$ cat src/rtl/port_mem_writer.sv
// ============================================================================
//  Module      : port_mem_writer
//  Description : Per-port ingress stage. Packs one RX MAC byte stream into
//                linked fixed-size memory blocks written in this port's
//                arbiter slot, prefetches block addresses from the free list,
//                and publishes a frame descriptor (start block, dst/src MAC,
//                eop_o) together with the final block write of each frame.
//  Options     : PORT_MEM_WRITER_STATS_EN - builds the 16-bit saturating
//                drop/truncation counters; otherwise both read as zero.
//  Revision    : 1.0 - initial release
// ============================================================================
`default_nettype none

module port_mem_writer #(
  parameter int ADDR_W     = 8,
  parameter int DATA_BYTES = 8,   // >= 2 and >= 2*NUM_PORTS for line rate
  localparam int CNT_W      = $clog2(DATA_BYTES + 1),
  localparam int BLOCK_BITS = ADDR_W + 2 + CNT_W + 8 * DATA_BYTES
) (
  input  logic                  clk,
  input  logic                  rst,
  input  logic [7:0]            rx_data_i,
  input  logic                  rx_valid_i,
  input  logic                  rx_sof_i,
  input  logic                  rx_eof_i,
  input  logic                  mem_gnt_i,
  output logic                  mem_we_o,
  output logic [ADDR_W-1:0]     mem_addr_o,
  output logic [BLOCK_BITS-1:0] mem_wdata_o,
  output logic                  fl_alloc_req_o,
  input  logic                  fl_alloc_gnt_i,
  input  logic [ADDR_W-1:0]     fl_alloc_block_idx_i,
  output logic [47:0]           rx_mac_dst_addr_o,
  output logic [47:0]           rx_mac_src_addr_o,
  output logic [ADDR_W-1:0]     data_start_addr_o,
  output logic                  eop_o,
  output logic [15:0]           drop_cnt_o,
  output logic [15:0]           trunc_cnt_o
);

  typedef enum logic [1:0] {
    S_IDLE  = 2'd0,
    S_FRAME = 2'd1,
    S_DROP  = 2'd2
  } state_t;

  state_t r_state;

  // Prefetched block address
  logic              r_spare_vld;
  logic [ADDR_W-1:0] r_spare;

  // Ping-pong assembly buffers
  logic                    r_cur;      // buffer receiving bytes / next to be used
  logic                    r_rd;       // oldest closed buffer
  logic [1:0]              r_busy;     // owned by a frame (assembling or pending)
  logic [1:0]              r_pend;     // closed, waiting for (or in) its write
  logic [1:0]              r_last;
  logic [1:0]              r_err;
  logic [ADDR_W-1:0]       r_addr   [2];
  logic [ADDR_W-1:0]       r_next   [2];
  logic [CNT_W-1:0]        r_cnt    [2];
  logic [8*DATA_BYTES-1:0] r_data   [2];
  logic [ADDR_W-1:0]       r_bstart [2];
  logic [47:0]             r_bdst   [2];
  logic [47:0]             r_bsrc   [2];

  // Write engine
  logic r_wr_go;
  logic r_wr_idx;

  // Per-frame header capture
  logic [ADDR_W-1:0] r_start;
  logic [47:0]       r_dst;
  logic [47:0]       r_src;
  logic [3:0]        r_nbytes;   // bytes seen so far, saturates at 12

  // Descriptor held between frames
  logic [ADDR_W-1:0] r_hold_start;
  logic [47:0]       r_hold_dst;
  logic [47:0]       r_hold_src;

  logic              w_other;
  logic [CNT_W-1:0]  w_cur_cnt;
  logic              w_full;
  logic              w_sof_hit;
  logic              w_start_ok;
  logic              w_in_frame;
  logic              w_accept;
  logic              w_fill;
  logic              w_link;
  logic              w_trunc;
  logic              w_eof_close;
  logic              w_close;
  logic              w_close_last;
  logic              w_close_err;
  logic              w_take;
  logic              w_take_idx;
  logic              w_cand;
  logic              w_cand_ready;
  logic              w_issue;
  logic [3:0]        w_idx;
  logic [47:0]       w_dst_nxt;
  logic [47:0]       w_src_nxt;

  assign w_other   = ~r_cur;
  assign w_cur_cnt = r_cnt[r_cur];
  assign w_full    = (w_cur_cnt == CNT_W'(DATA_BYTES - 1));

  // A new frame needs both a prefetched address and a free buffer; a frame
  // that finds the next buffer still queued for writing is dropped rather
  // than overwriting unwritten data.
  assign w_sof_hit  = rx_valid_i && rx_sof_i && (r_state == S_IDLE);
  assign w_start_ok = w_sof_hit && r_spare_vld && !r_busy[r_cur];
  assign w_in_frame = rx_valid_i && (r_state == S_FRAME);
  assign w_accept   = w_start_ok || w_in_frame;

  // Filling the last byte slot without eof: chain to a new block if possible
  assign w_fill      = w_accept && !rx_eof_i && w_full;
  assign w_link      = w_fill && r_spare_vld && !w_start_ok && !r_busy[w_other];
  assign w_trunc     = w_fill && !w_link;
  assign w_eof_close = w_accept && rx_eof_i;

  assign w_close      = w_eof_close || w_link || w_trunc;
  assign w_close_last = w_eof_close || w_trunc;
  assign w_close_err  = w_trunc || (w_eof_close && (w_idx < 4'd11));

  assign w_take     = w_start_ok || w_link;
  assign w_take_idx = w_start_ok ? r_cur : w_other;

  // While a write is in progress its buffer is still pending, so the next
  // candidate is the other one.
  assign w_cand       = r_rd ^ r_wr_go;
  assign w_cand_ready = r_pend[w_cand] || (w_close && (r_cur == w_cand));
  assign w_issue      = mem_gnt_i && w_cand_ready;

  // Header bytes after the current byte: 0-5 dst, 6-11 src, MSB first
  always_comb begin
    w_idx     = w_start_ok ? 4'd0 : r_nbytes;
    w_dst_nxt = w_start_ok ? 48'h0 : r_dst;
    w_src_nxt = w_start_ok ? 48'h0 : r_src;
    if (w_accept) begin
      if (w_idx < 4'd6) begin
        w_dst_nxt[8*(5 - int'(w_idx)) +: 8] = rx_data_i;
      end else if (w_idx < 4'd12) begin
        w_src_nxt[8*(11 - int'(w_idx)) +: 8] = rx_data_i;
      end
    end
  end

  // Spare address register: filled by the free list, emptied by a take
  always_ff @(posedge clk or posedge rst) begin
    if (rst) begin
      r_spare_vld <= 1'b0;
      r_spare     <= '0;
    end else if (w_take) begin
      r_spare_vld <= 1'b0;
    end else if (fl_alloc_gnt_i && !r_spare_vld) begin
      r_spare_vld <= 1'b1;
      r_spare     <= fl_alloc_block_idx_i;
    end
  end

  assign fl_alloc_req_o = ~r_spare_vld & ~rst;

  // Frame-level state machine and header capture
  always_ff @(posedge clk or posedge rst) begin
    if (rst) begin
      r_state  <= S_IDLE;
      r_start  <= '0;
      r_dst    <= '0;
      r_src    <= '0;
      r_nbytes <= '0;
    end else begin
      if (w_accept) begin
        r_dst    <= w_dst_nxt;
        r_src    <= w_src_nxt;
        r_nbytes <= (w_idx == 4'd12) ? 4'd12 : w_idx + 4'd1;
      end
      case (r_state)
        S_IDLE: begin
          if (w_sof_hit) begin
            if (w_start_ok) begin
              r_start <= r_spare;
            end
            if (rx_eof_i) begin
              r_state <= S_IDLE;
            end else if (w_start_ok) begin
              r_state <= S_FRAME;
            end else begin
              r_state <= S_DROP;
            end
          end
        end
        S_FRAME: begin
          if (w_eof_close) begin
            r_state <= S_IDLE;
          end else if (w_trunc) begin
            r_state <= S_DROP;
          end
        end
        S_DROP: begin
          if (rx_valid_i && rx_eof_i) begin
            r_state <= S_IDLE;
          end
        end
        default: r_state <= S_IDLE;
      endcase
    end
  end

  // Buffer ownership, byte packing, closing and slot writes
  always_ff @(posedge clk or posedge rst) begin
    if (rst) begin
      r_cur    <= 1'b0;
      r_rd     <= 1'b0;
      r_wr_go  <= 1'b0;
      r_wr_idx <= 1'b0;
      r_busy   <= '0;
      r_pend   <= '0;
      r_last   <= '0;
      r_err    <= '0;
      for (int i = 0; i < 2; i++) begin
        r_addr[i]   <= '0;
        r_next[i]   <= '0;
        r_cnt[i]    <= '0;
        r_data[i]   <= '0;
        r_bstart[i] <= '0;
        r_bdst[i]   <= '0;
        r_bsrc[i]   <= '0;
      end
    end else begin
      r_wr_go <= w_issue;
      if (w_issue) begin
        r_wr_idx <= w_cand;
      end
      // Release the buffer at the end of its write cycle; clearing the data
      // keeps unused bytes of the next block at zero.
      if (r_wr_go) begin
        r_busy[r_wr_idx] <= 1'b0;
        r_pend[r_wr_idx] <= 1'b0;
        r_last[r_wr_idx] <= 1'b0;
        r_err[r_wr_idx]  <= 1'b0;
        r_cnt[r_wr_idx]  <= '0;
        r_data[r_wr_idx] <= '0;
        r_rd             <= ~r_wr_idx;
      end
      if (w_take) begin
        r_busy[w_take_idx] <= 1'b1;
        r_addr[w_take_idx] <= r_spare;
      end
      if (w_accept) begin
        r_data[r_cur][8*int'(w_cur_cnt) +: 8] <= rx_data_i;
        r_cnt[r_cur] <= w_cur_cnt + CNT_W'(1);
      end
      if (w_close) begin
        r_pend[r_cur]   <= 1'b1;
        r_last[r_cur]   <= w_close_last;
        r_err[r_cur]    <= w_close_err;
        r_next[r_cur]   <= w_link ? r_spare : '0;
        r_bstart[r_cur] <= w_start_ok ? r_spare : r_start;
        r_bdst[r_cur]   <= w_dst_nxt;
        r_bsrc[r_cur]   <= w_src_nxt;
        r_cur           <= ~r_cur;
      end
    end
  end

  assign mem_we_o    = r_wr_go;
  assign mem_addr_o  = r_wr_go ? r_addr[r_wr_idx] : '0;
  assign mem_wdata_o = r_wr_go ? {r_next[r_wr_idx], r_last[r_wr_idx], r_err[r_wr_idx],
                                  r_cnt[r_wr_idx], r_data[r_wr_idx]} : '0;
  assign eop_o       = r_wr_go & r_last[r_wr_idx];

  // The descriptor is presented live during the final write, then held
  assign data_start_addr_o = eop_o ? r_bstart[r_wr_idx] : r_hold_start;
  assign rx_mac_dst_addr_o = eop_o ? r_bdst[r_wr_idx]   : r_hold_dst;
  assign rx_mac_src_addr_o = eop_o ? r_bsrc[r_wr_idx]   : r_hold_src;

  // Keep the last published descriptor stable until the next one
  always_ff @(posedge clk or posedge rst) begin
    if (rst) begin
      r_hold_start <= '0;
      r_hold_dst   <= '0;
      r_hold_src   <= '0;
    end else if (eop_o) begin
      r_hold_start <= r_bstart[r_wr_idx];
      r_hold_dst   <= r_bdst[r_wr_idx];
      r_hold_src   <= r_bsrc[r_wr_idx];
    end
  end

`ifdef PORT_MEM_WRITER_STATS_EN
  logic        w_sof_drop;
  logic [15:0] r_drop_cnt;
  logic [15:0] r_trunc_cnt;

  assign w_sof_drop = w_sof_hit && !w_start_ok;

  // Saturating event counters for dropped and truncated frames
  always_ff @(posedge clk or posedge rst) begin
    if (rst) begin
      r_drop_cnt  <= '0;
      r_trunc_cnt <= '0;
    end else begin
      if (w_sof_drop && (r_drop_cnt != 16'hFFFF)) begin
        r_drop_cnt <= r_drop_cnt + 16'd1;
      end
      if (w_trunc && (r_trunc_cnt != 16'hFFFF)) begin
        r_trunc_cnt <= r_trunc_cnt + 16'd1;
      end
    end
  end

  assign drop_cnt_o  = r_drop_cnt;
  assign trunc_cnt_o = r_trunc_cnt;
`else
  assign drop_cnt_o  = '0;
  assign trunc_cnt_o = '0;
`endif

endmodule

`default_nettype wire

$ cat config.mk
export PLATFORM = sky130hd
export DESIGN_NAME = port_mem_writer
export DESIGN_NICKNAME = d
export VERILOG_FILES = /design/src/rtl/port_mem_writer.sv
export SDC_FILE = /design/constraint.sdc
export NUM_CORES = 1
export LEC_CHECK = 0
export BUFFER_PORTS_ARGS = -buffer_cell sky130_fd_sc_hd__buf_2
export CORE_ASPECT_RATIO = 1.1
export CORE_UTILIZATION = 54
export DETAILED_ROUTE_END_ITERATION = 8
export HOLD_SLACK_MARGIN = 0.06
export PLACE_DENSITY = 0.76
export SLEW_MARGIN = 20
export SYNTH_ARGS = -nofsm -noshare
export SYNTH_HDL_FRONTEND = slang
export SYNTH_SLANG_ARGS = --single-unit
export TNS_END_PERCENT = 30
$ cat constraint.sdc
create_clock -name clk -period 21.8 [get_ports clk]
set_clock_uncertainty 0.15 [all_clocks]
set_input_delay 4.36 -clock clk [delete_from_list [all_inputs] [get_ports clk]]
set_output_delay 4.36 -clock clk [all_outputs]
set_load 0.005 [all_outputs]
After elaboration in Yosys (flattened, before gate mapping)
Cells that the tools add are included.
{ "totals": {"reg_bits": 611, "in_bits": 23, "out_inout_bits": 225, "elab_cells": 236} }
{ "op_classes": {"addsub": 7, "n_lt_le_gt_ge": 17, "n_eq_ne": 8, "shift": 6, "muxes": 103, "bitwise": 22, "reduce_logical": 41} }
{ "op_table": {"columns": ["op", "n"], "rows": [
  ["48-bit two-way mux", 16],
  ["64-bit two-way mux", 5],
  ["128-bit two-way mux", 2],
  ["96-bit bitwise mux", 2],
  ["8-bit two-way mux", 17],
  ["128-bit AND", 1],
  ["128-bit bitwise mux", 1],
  ["64-bit demux with 1-bit select", 2],
  ["128-bit NOT", 1],
  ["48-bit bitwise mux", 2],
  ["8-bit by 33-bit variable shift with 48-bit output, first input constant", 2],
  ["8-bit by 33-bit variable part select with 48-bit output", 2],
  ["78-bit two-way mux", 1],
  ["8-bit negation with 33-bit output", 2],
  ["8-bit by 33-bit variable shift with 64-bit output, first input constant", 1],
  ["8-bit by 33-bit variable part select with 64-bit output", 1],
  ["16-bit bitwise mux", 3],
  ["48-bit demux with 1-bit select", 1],
  ["4-bit two-way mux", 10],
  ["7-bit negation with 33-bit output", 1],
  ["2-bit two-way mux", 14],
  ["1-bit logical AND", 23],
  ["8-bit demux with 1-bit select", 2],
  ["1-bit two-way mux", 16],
  ["other kinds (36)", 76]
]} }

Longest topological paths before layout
Gate-level depths: netlist (run 1).
{ "depth": {"ltp_word": 16, "depth_mapped": 21, "mapped_depth_nobuf": 16} }

Least setup slack after synthesis (run 1)
OpenSTA, ideal clock, no wires.
{ "synth_timing": {"path_kind": "in2reg", "from": "input rx_sof_i", "to": "register r_bdst[45] in the netlist's numbering", "setup_time_ns": 0.133, "arrival_time_ns": 9.066, "t_required_ns": 21.517, "path_slack_ns": 12.450, "path_stages": 18, "n_path_buf": 3, "path_cell_list": "nor4bb_1 -> nand3_1 -> clkbuf_1 -> buf_1 -> nand2_1 -> inv_1 -> ha_1 -> nor2b_1 -> nor2_1 -> nand2_1 -> ha_1 -> or4_1 -> or4_1 -> buf_2 -> a21o_4 -> o31a_1 -> a22oi_1 -> o21ai_0"} }
{ "synth_via": {"elab_chain_cells": 13, "elab_cells_between_ends": 27, "classes_between": "2 x add/sub; 1 x order compare; 2 x shift; 6 x mux; 16 x reduce/logical"} }
{ "synth_lines": {"columns": ["item", "line", "text"], "rows": [
  ["start: declaration", "24", "input logic rx_sof_i,"],
  ["1-bit logical AND * (2 in series)", "113", "assign w_sof_hit = rx_valid_i && rx_sof_i && (r_state == S_IDLE);"],
  ["1-bit logical AND * (2 in series)", "114", "assign w_start_ok = w_sof_hit && r_spare_vld && !r_busy[r_cur];"],
  ["branches (longest 9 deep; another with 8-bit negation with 33-bit output)", null, null],
  ["end signal: indexed assignment", "262", "r_bdst[r_cur] <= w_dst_nxt;"],
  ["end: declaration", "65", "logic [47:0] r_bdst [2];"]
]} }
Mark *: on every way between the ends.
A chain may end at the register's enable or synchronous reset.

Worst setup path after layout (run 1)
{ "layout_timing": {"from": "input rx_sof_i", "to": "register r_bdst[61] in the netlist's numbering"} }
The elaborated chain is that of the path after synthesis.

==> results by group, run 1 <==
Clocking
  – Setup bufs post-CTS: 0
  – CTS Buf Count: 60
  – Root Buffer: clkbuf_16
  – Cts hold-fix bufs: 0
  – Htree depth: 2
  – Clk sinks: 611
  – Clock Pin Slew Worst Setup and Hold Paths: approximately 0.060 ns
  – CTS tree: built
  – PostCTS Resize Cnt: 0
  – Max Root-Sink Buffers: 3
  – Worst skew pair latency: around 0.63 ns

Worst setup path
  – R2r setup slk: roughly 15 ns
  – Slowest CP cell: nor4bb_1
  – Crit Path Category: primary input to flop
  – CP startpoint kind: primary input
  – Critical-path cell list: buf_2, nor4bb_1, nand3_2, nand2_1, inv_1, ha_1, nor2b_1, nor2_1, nand2_1, inv_1, ha_1, or4_1, or4_1, a211oi_1, a41oi_1, a22oi_1, o21ai_0
  – Crit Path Max Fanout: 23
  – Crit. End Element: flop
  – Worst Path Required: about 22 ns
  – Max stage delay on crit path: just under 0.8 ns
  – Worst path arrival time: between 10 and 15 ns

Yosys
  – Synth area leader: dfrtp_1
  – Syn Area/Cell: 10.1 um2
  – Ys flop type: dfrtp_1
  – Count of cell types in the netlist: 75
  – Fraction of registers with async set/reset: between 90% and 100%
  – Synth top cells by count: 611 x dfrtp_1, 426 x nand2_1, 394 x o21ai_0
  – Synth top area share: a little under three fifths
  – Synth area leaders: dfrtp_1 56%, mux2i_1 8.1%, o21ai_0 7.3%
  – Synthesis Warnings: 0
  – Synth Cell Area: 27100 um2
  – Seq/Total Area, Yosys: a little under three fifths
  – Seq cells post-synth: around 610
  – Top-count cell post-synth: dfrtp_1
  – Cells after Synth: ~2700
  – EDFF count, synth: 0

Timing
  – Fmax: around 95 MHz
  – Finish-stage setup viols: 0
  – Slew @ Worst Pin: roughly 1.1 ns
  – Slew Viols, Final: 0
  – Final Cycle Share: between 40 and 50%
  – Slew HR: 25.1%
  – Fin crit period: 10.53 ns
  – RSZ-0062 raised after global routing: false
  – Setup_tns: 0 ns
  – Fin. Hold Viols: 0

GRT
  – Largest net degree at the start of global routing: around 130
  – Vias in the first global route: between 15000 and 20000
  – First-pass GRT wire length: around 110 mm
  – Initial antenna violation count: 1
  – Grt ovf: 0
  – Total GRT Usage: a little over a quarter

Route
  – Vias/cell: 5.76
  – Avg WL per Cell: just under 20 um
  – Initial DRC count: approximately 1800
  – Routed wire length: 68.0 mm
  – TritonRoute pass-1 iters: 5
  – Via count: between 20000 and 25000
  – Final ANT Viol Nets: 0
  – Drt drc: 0

Finish
  – Fillers: roughly 3900
  – Synth-to-Final Area Change: 12.7%
  – Final core occ: around three fifths
  – Share of cells above drive strength 1: roughly 15%
  – Post-layout nets: 2845
  – Total inserted antenna cells: 0
  – Fin cells: approximately 3500

Power and ir drop
  – Net Sw Power: between 1 and 1.5 mW
  – Clock power frac: between 20 and 30%
  – Switching share of power: between 30% and 40%
  – Max VDD drop: between 0.09 and 0.1 mV
  – Seq pwr share: 40.2%
  – Pint: 2.36 mW
  – Power density over the cells: ~120 nW/um2
  – Total power: 3.65 mW
  – Logic pwr share: a little over 30%
  – Leakage: about 15 nW

Floorplan
  – # rows: 85
  – Initial Utilization: between 50% and 60%
  – I/O pin total: 248
  – Chip width: 215 um
  – Core ar.: 49200 um2
  – Die Ht: between 200 and 250 um
  – Die area: between 50000 and 60000 um2

Run
  – Number of max-cap violations: 0

Hold path
  – Worst Hold Class: flop to flop

Place
  – # placed instances: 3385
  – Hpwl dp: 44.2 mm
  – GP Congestion: 0.898
  – Port bufs: 215

Outcome
  – Status: finished clean
==> critical path: cells and delay by family <==
| family | cells | cell delay [ns] |
|---|---|---|
| and+or+nand+nor | 8 | 3.96 |
| AOI/OAI and AO/OA | 4 | 1.31 |
| adders and majority gates | 2 | 0.74 |
| buffers and inverters | 3 | 0.45 |
==> per-stage QoR <==
stage | setup slack (ns) | hold slack, ns | area (um2)
final | 11.27 | 0.326 | 30500
after global routing | 10.90 | 0.353 | 30500
after CTS | 11.45 | 0.333 | 30500
after detailed placement | 10.83 | 0.319 | 28400
after global placement | 11.04 | 0.311 | 28400
after floorplan | 0.183 | 0.299 | 27200
==> state kept, by name, summed over array words and instances (netlist names), 2 cells and up <==
name	flops
r_busy	2
r_hold_src	48
r_addr	16
r_bsrc	96
r_hold_start	8
r_dst	48
r_bstart	16
r_next	16
r_hold_dst	48
r_state	2
r_bdst	96
r_pend	2
r_err	2
r_cnt	8
r_data	128
r_nbytes	4
r_last	2
r_src	48
r_spare	8
r_start	8
==> per-layer routing <==
metal	vias up	wire length (um)	GRT usage [%]	share of wire (%)
li1	9309	-	-	-
met1	10100	29000	37.6	43
met2	647	32500	42.9	48
met3	107	4480	4.70	6.6
met4	0	1960	8.32	2.9
met5	-	0	0	0
==> path summary, 6_finish.rpt <==
kind	from	endpoint	cells after the start
max	rx_sof_i	r_bdst[61]$_DFFE_PP0P_	17
min	r_next[8]$_DFFE_PP0P_	r_next[8]$_DFFE_PP0P_	2
max reg2reg	r_state[1]$_DFFE_PP0P_	r_bdst[61]$_DFFE_PP0P_	16
min reg2reg	r_next[8]$_DFFE_PP0P_	r_next[8]$_DFFE_PP0P_	2
max in group asynchronous	rst	r_hold_dst[5]$_DFF_PP0_	4
min in group asynchronous	rst	r_addr[7]$_DFFE_PP0P_	2
==> cell families (layout without fill, tap and decap cells) <==
logic type | after synthesis | in the layout | synth area share [%]
multiplexers | 261 | 261 | 9.85
XOR/XNOR | 13 | 13 | 0.421
other | 1 | 32 | 0.0139
adder cells (fa/ha/maj) | 27 | 27 | 1.28
AO/OA/AOI/OAI | 589 | 589 | 12.3
flip-flops | 611 | 611 | 56.5
buffers and inverters | 330 | 468 | 5.08
AND/OR/NAND/NOR | 845 | 845 | 14.6
==> layout make-up <==
| class | instances | area [um2] | area share, % |
|---|---|---|---|
| Timing Repair Buffer | 236 | 1250 | 4.09 |
| Inverter | 119 | 454 | 1.49 |
| Clock buffer | 92 | 1820 | 5.98 |
| Sequential cell | 611 | 15300 | 50.2 |
| Clock inverter | 21 | 269 | 0.882 |
| Tap cell | 652 | 816 | 2.67 |
| Multi-Input combinational cell | 1767 | 10600 | 34.7 |
==> power groups by stage <==
stage,sequential [mW],clock (mW),combinational (mW)
5_1_grt,1.49,1.14,1.20
6_report,1.47,1.08,1.10
3_5_place_dp,1.48,0,1.09
2_1_floorplan,1.43,0,0.794
3_3_place_gp,1.47,0,1.05
4_1_cts,1.46,1.09,1.10
==> layout by cell type (no fill, tap or decap), types with 25 or more instances in the layout <==
master and count:
nand3_1 133, clkbuf_16 61, a31oi_1 37, inv_1 118
conb_1 32, a21oi_1 42, nor2b_1 91, nand2_1 421
mux2_2 41, ha_1 26, and3_1 25, mux2i_1 219
a22oi_1 47, dfrtp_1 609, nor2_1 91, buf_2 215
o21ai_0 394
Note: power is estimated with default switching activity, not from simulation.
==> run 2, diff against run 1 <==
==> constraint.sdc (replaced) <==
create_clock -name clk -period 9.35 [get_ports clk]
set_clock_uncertainty 0.15 [all_clocks]
set_input_delay 1.87 -clock clk [delete_from_list [all_inputs] [get_ports clk]]
set_output_delay 1.87 -clock clk [all_outputs]
set_load 0.005 [all_outputs]
==> run 2 against run 1 <==
Net effect:
- cell count about the same
- first-iteration DRC count up 3.3%
- power up 130%
- wire length down 0.13%
- die area unchanged
- via count down 0.81%
- sequential share of layout area up 0.20 points
- critical path type unchanged
- sequential cell count unchanged
- count of clock-buffer cells in the layout up 2
- setup slack worse by 9.4 ns
- highest routed layer is now met5
==> results by group, run 2 (same netlist as run 1, synthesis figures left out) <==
Timing
  – Fmax: roughly 130 MHz
  – Slew HR: 27.2% (+2.2 points)
  – Slew @ Worst Pin: 1.09 ns (-0.0234 ns)
  – Finish-stage setup viols: 0 (unchanged)
  – Worst setup margin: 1.90 ns (-9.37 ns)
  – Slew Viols, Final: 0 (unchanged)
  – Fin crit period: roughly 7.4 ns
  – RSZ-0062 raised after global routing: false
  – Final Cycle Share: around 80%
  – Fin. Hold Viols: 0 (unchanged)

Power and ir drop
  – Seq pwr share: 41.0% (+0.8 points)
  – Net Sw Power: 2.97 mW (+130%)
  – Leakage: 14.8 nW (-0.50%)
  – Total power: 8.34 mW (+130%)
  – Logic pwr share: 30.6% (+0.4 points)
  – Max VDD drop: 0.183 mV (+98%)
  – Pint: 5.37 mW (+130%)
  – Switching share of power: 35.6% (+0.24 points)
  – Power density over the cells: 274 nW/um2 (+130%)
  – Clock power frac: 28.4% (-1.2 points)

Hold path
  – Hold Path Depth: 2 (unchanged)
  – Worst Hold Class: flop to flop

Worst setup path
  – R2r setup slk: 2.81 ns (-11.86 ns)
  – CP endpoint: r_bdst[6]$_DFFE_PP0P_
  – Crit Path Category: primary input to flop
  – Reg2reg end: r_bdst[6]$_DFFE_PP0P_
  – Crit. End Element: flop
  – Max stage delay on crit path: 0.78 ns (about the same)
  – Crit path launch: rx_sof_i
  – Critical-path cell list: buf_2, nor4bb_1, nand3_2, buf_4, nand2_1, inv_1, ha_1, nor2b_1, nor2_1, nand2_1, inv_1, ha_1, or4_1, or4_1, a2111oi_2, a31oi_1, a22oi_1, o21ai_0
  – Reg2reg path depth: 17 (+1)
  – Crit Path Max Fanout: 31 (+35%)
  – Worst path arrival time: 7.75 ns (-3.10 ns)
  – Worst r2r src: r_state[0]$_DFFE_PP0P_
  – Worst Path Required: 9.65 ns (-12.46 ns)
  – CP startpoint kind: primary input
  – Slowest CP cell: nor4bb_1

Clocking
  – CTS Buf Count: 58 (-3.3%)
  – Clk sinks: 611 (unchanged)
  – Cts hold-fix bufs: 0 (unchanged)
  – Worst skew pair latency: 0.62 ns (about the same)
  – Max Root-Sink Buffers: 3 (unchanged)
  – Setup bufs post-CTS: 0 (unchanged)
  – PostCTS Resize Cnt: 0 (unchanged)
  – CTS tree: built
  – Root Buffer: clkbuf_16
  – Htree depth: 2 (unchanged)
  – Clock Pin Slew Worst Setup and Hold Paths: 0.06 ns (about the same)

Floorplan
  – Die area: 51000 um2 (unchanged)
  – Initial Utilization: 55.0% (unchanged)
  – Chip width: 215 um (unchanged)
  – I/O pin total: 248 (unchanged)
  – Die Ht: 237 um (unchanged)
  – Core ar.: 49200 um2 (unchanged)
  – # rows: 85 (unchanged)

Finish
  – Synth-to-Final Area Change: 12.2%
  – Top reg by flops: r_data
  – Max reg flops: 128 (unchanged)
  – Share of cells above drive strength 1: 14.1% (-0.40 points)
  – Post-layout nets: 2845 (unchanged)
  – Most common cell after layout, fill and taps aside: dfrtp_1
  – Fillers: 3999 (+1.9%)
  – Commonest cells after routing, fill and taps aside: 609 x dfrtp_1, 421 x nand2_1, 394 x o21ai_0, 219 x mux2i_1, 215 x buf_2
  – Largest regs: r_data x128, r_bdst x96, r_bsrc x96
  – Fin cells: 3495 (-0.086%)

Route
  – TritonRoute pass-1 iters: 6 (+1)
  – Via count: 20000 (-0.81%)
  – Initial DRC count: 1886 (+3.3%)
  – Vias/cell: 5.72 (-0.72%)
  – Drt drc: 0 (unchanged)
  – Routed wire length: 67.9 mm (-0.13%)
  – Avg WL per Cell: 19.4 um (about the same)
  – Final ANT Viol Nets: 0 (unchanged)

Outcome
  – Status: finished clean

GRT
  – Total GRT Usage: 27.0% (+0.17 points)
  – Largest net degree at the start of global routing: 188 (+44%)
  – Grt ovf: 0 (unchanged)
  – First-pass GRT wire length: 110 mm (+0.66%)
  – Vias in the first global route: 20000 (+0.78%)
  – Initial antenna violation count: 1 (unchanged)

Place
  – GP Congestion: 0.884 (-1.5%)
  – # placed instances: 3386 (+0.030%)
  – Pre-CTS setup slack: 1.43 ns (-9.40 ns)
  – Port bufs: 215 (unchanged)
  – Hpwl dp: 44.4 mm (+0.55%)

Run
  – Number of max-cap violations: 0 (unchanged)
run 2: worst min-delay path by stage:
stage,from,slack (ns),end
after floorplan,r_bdst[48]$_DFFE_PP0P_,0.30,r_bdst[48]$_DFFE_PP0P_
after detailed placement,r_bdst[49]$_DFFE_PP0P_,0.32,r_bdst[49]$_DFFE_PP0P_
after CTS,r_bdst[66]$_DFFE_PP0P_,0.33,r_bdst[66]$_DFFE_PP0P_
final,r_bsrc[90]$_DFFE_PP0P_,0.33,r_bsrc[90]$_DFFE_PP0P_
after global routing,r_bsrc[91]$_DFFE_PP0P_,0.35,r_bsrc[91]$_DFFE_PP0P_
after global placement,r_bsrc[87]$_DFFE_PP0P_,0.31,r_bsrc[87]$_DFFE_PP0P_
run 2: critical path, delay by kind of cell:
kind            cells  cell delay (ns)
simple gates        8             3.17
compound gates      4             1.27
buf+inv             4             0.71
fa+ha+maj           2             0.70
run 2: metal layers:
metal / part of all wire (%) / GRT usage [%] / vias up
li1: - / - / 9308
met1: 43 / 36.7 / 9929
met2: 48 / 43.2 / 616
met3: 5.6 / 4.51 / 146
met4: 3.8 / 11.4 / 2
met5: 0.018 / 0 / -
run 2: power by group through the flow:
| stage | clock (mW) | combinational, mW | sequential (mW) |
|---|---|---|---|
| after floorplan | 0 | 1.85 | 3.32 |
| after global placement | 0 | 2.48 | 3.43 |
| after detailed placement | 0 | 2.54 | 3.46 |
| after CTS | 2.40 | 2.56 | 3.41 |
| after global routing | 2.50 | 2.81 | 3.47 |
| final | 2.37 | 2.55 | 3.42 |
run 2: per-stage QoR:
| stage | util [%] | hold WS [ns] | instance area, um2 | TNS, ns |
|---|---|---|---|---|
| after floorplan | - | 0.299 | 27200 | -615.33 |
| after global placement | 57.7 | 0.310 | 28400 | 0 |
| after detailed placement | 57.7 | 0.319 | 28400 | 0 |
| after CTS | 61.6 | 0.333 | 30300 | 0 |
| after global routing | 61.7 | 0.350 | 30400 | 0 |
| final | 61.7 | 0.325 | 30400 | 0 |
run 2: layout make-up:
| class | instances | area (um2) | area share [%] |
|---|---|---|---|
| Sequential cell | 611 | 15300 | 50.4 |
| Multi-Input combinational cell | 1767 | 10600 | 34.9 |
| Clock buffer | 94 | 1780 | 5.86 |
| Timing Repair Buffer | 238 | 1290 | 4.26 |
| Tap cell | 652 | 816 | 2.69 |
| Inverter | 119 | 450 | 1.48 |
| Clock inverter | 12 | 141 | 0.466 |
| Antenna cell | 2 | 5.00 | 0.0165 |
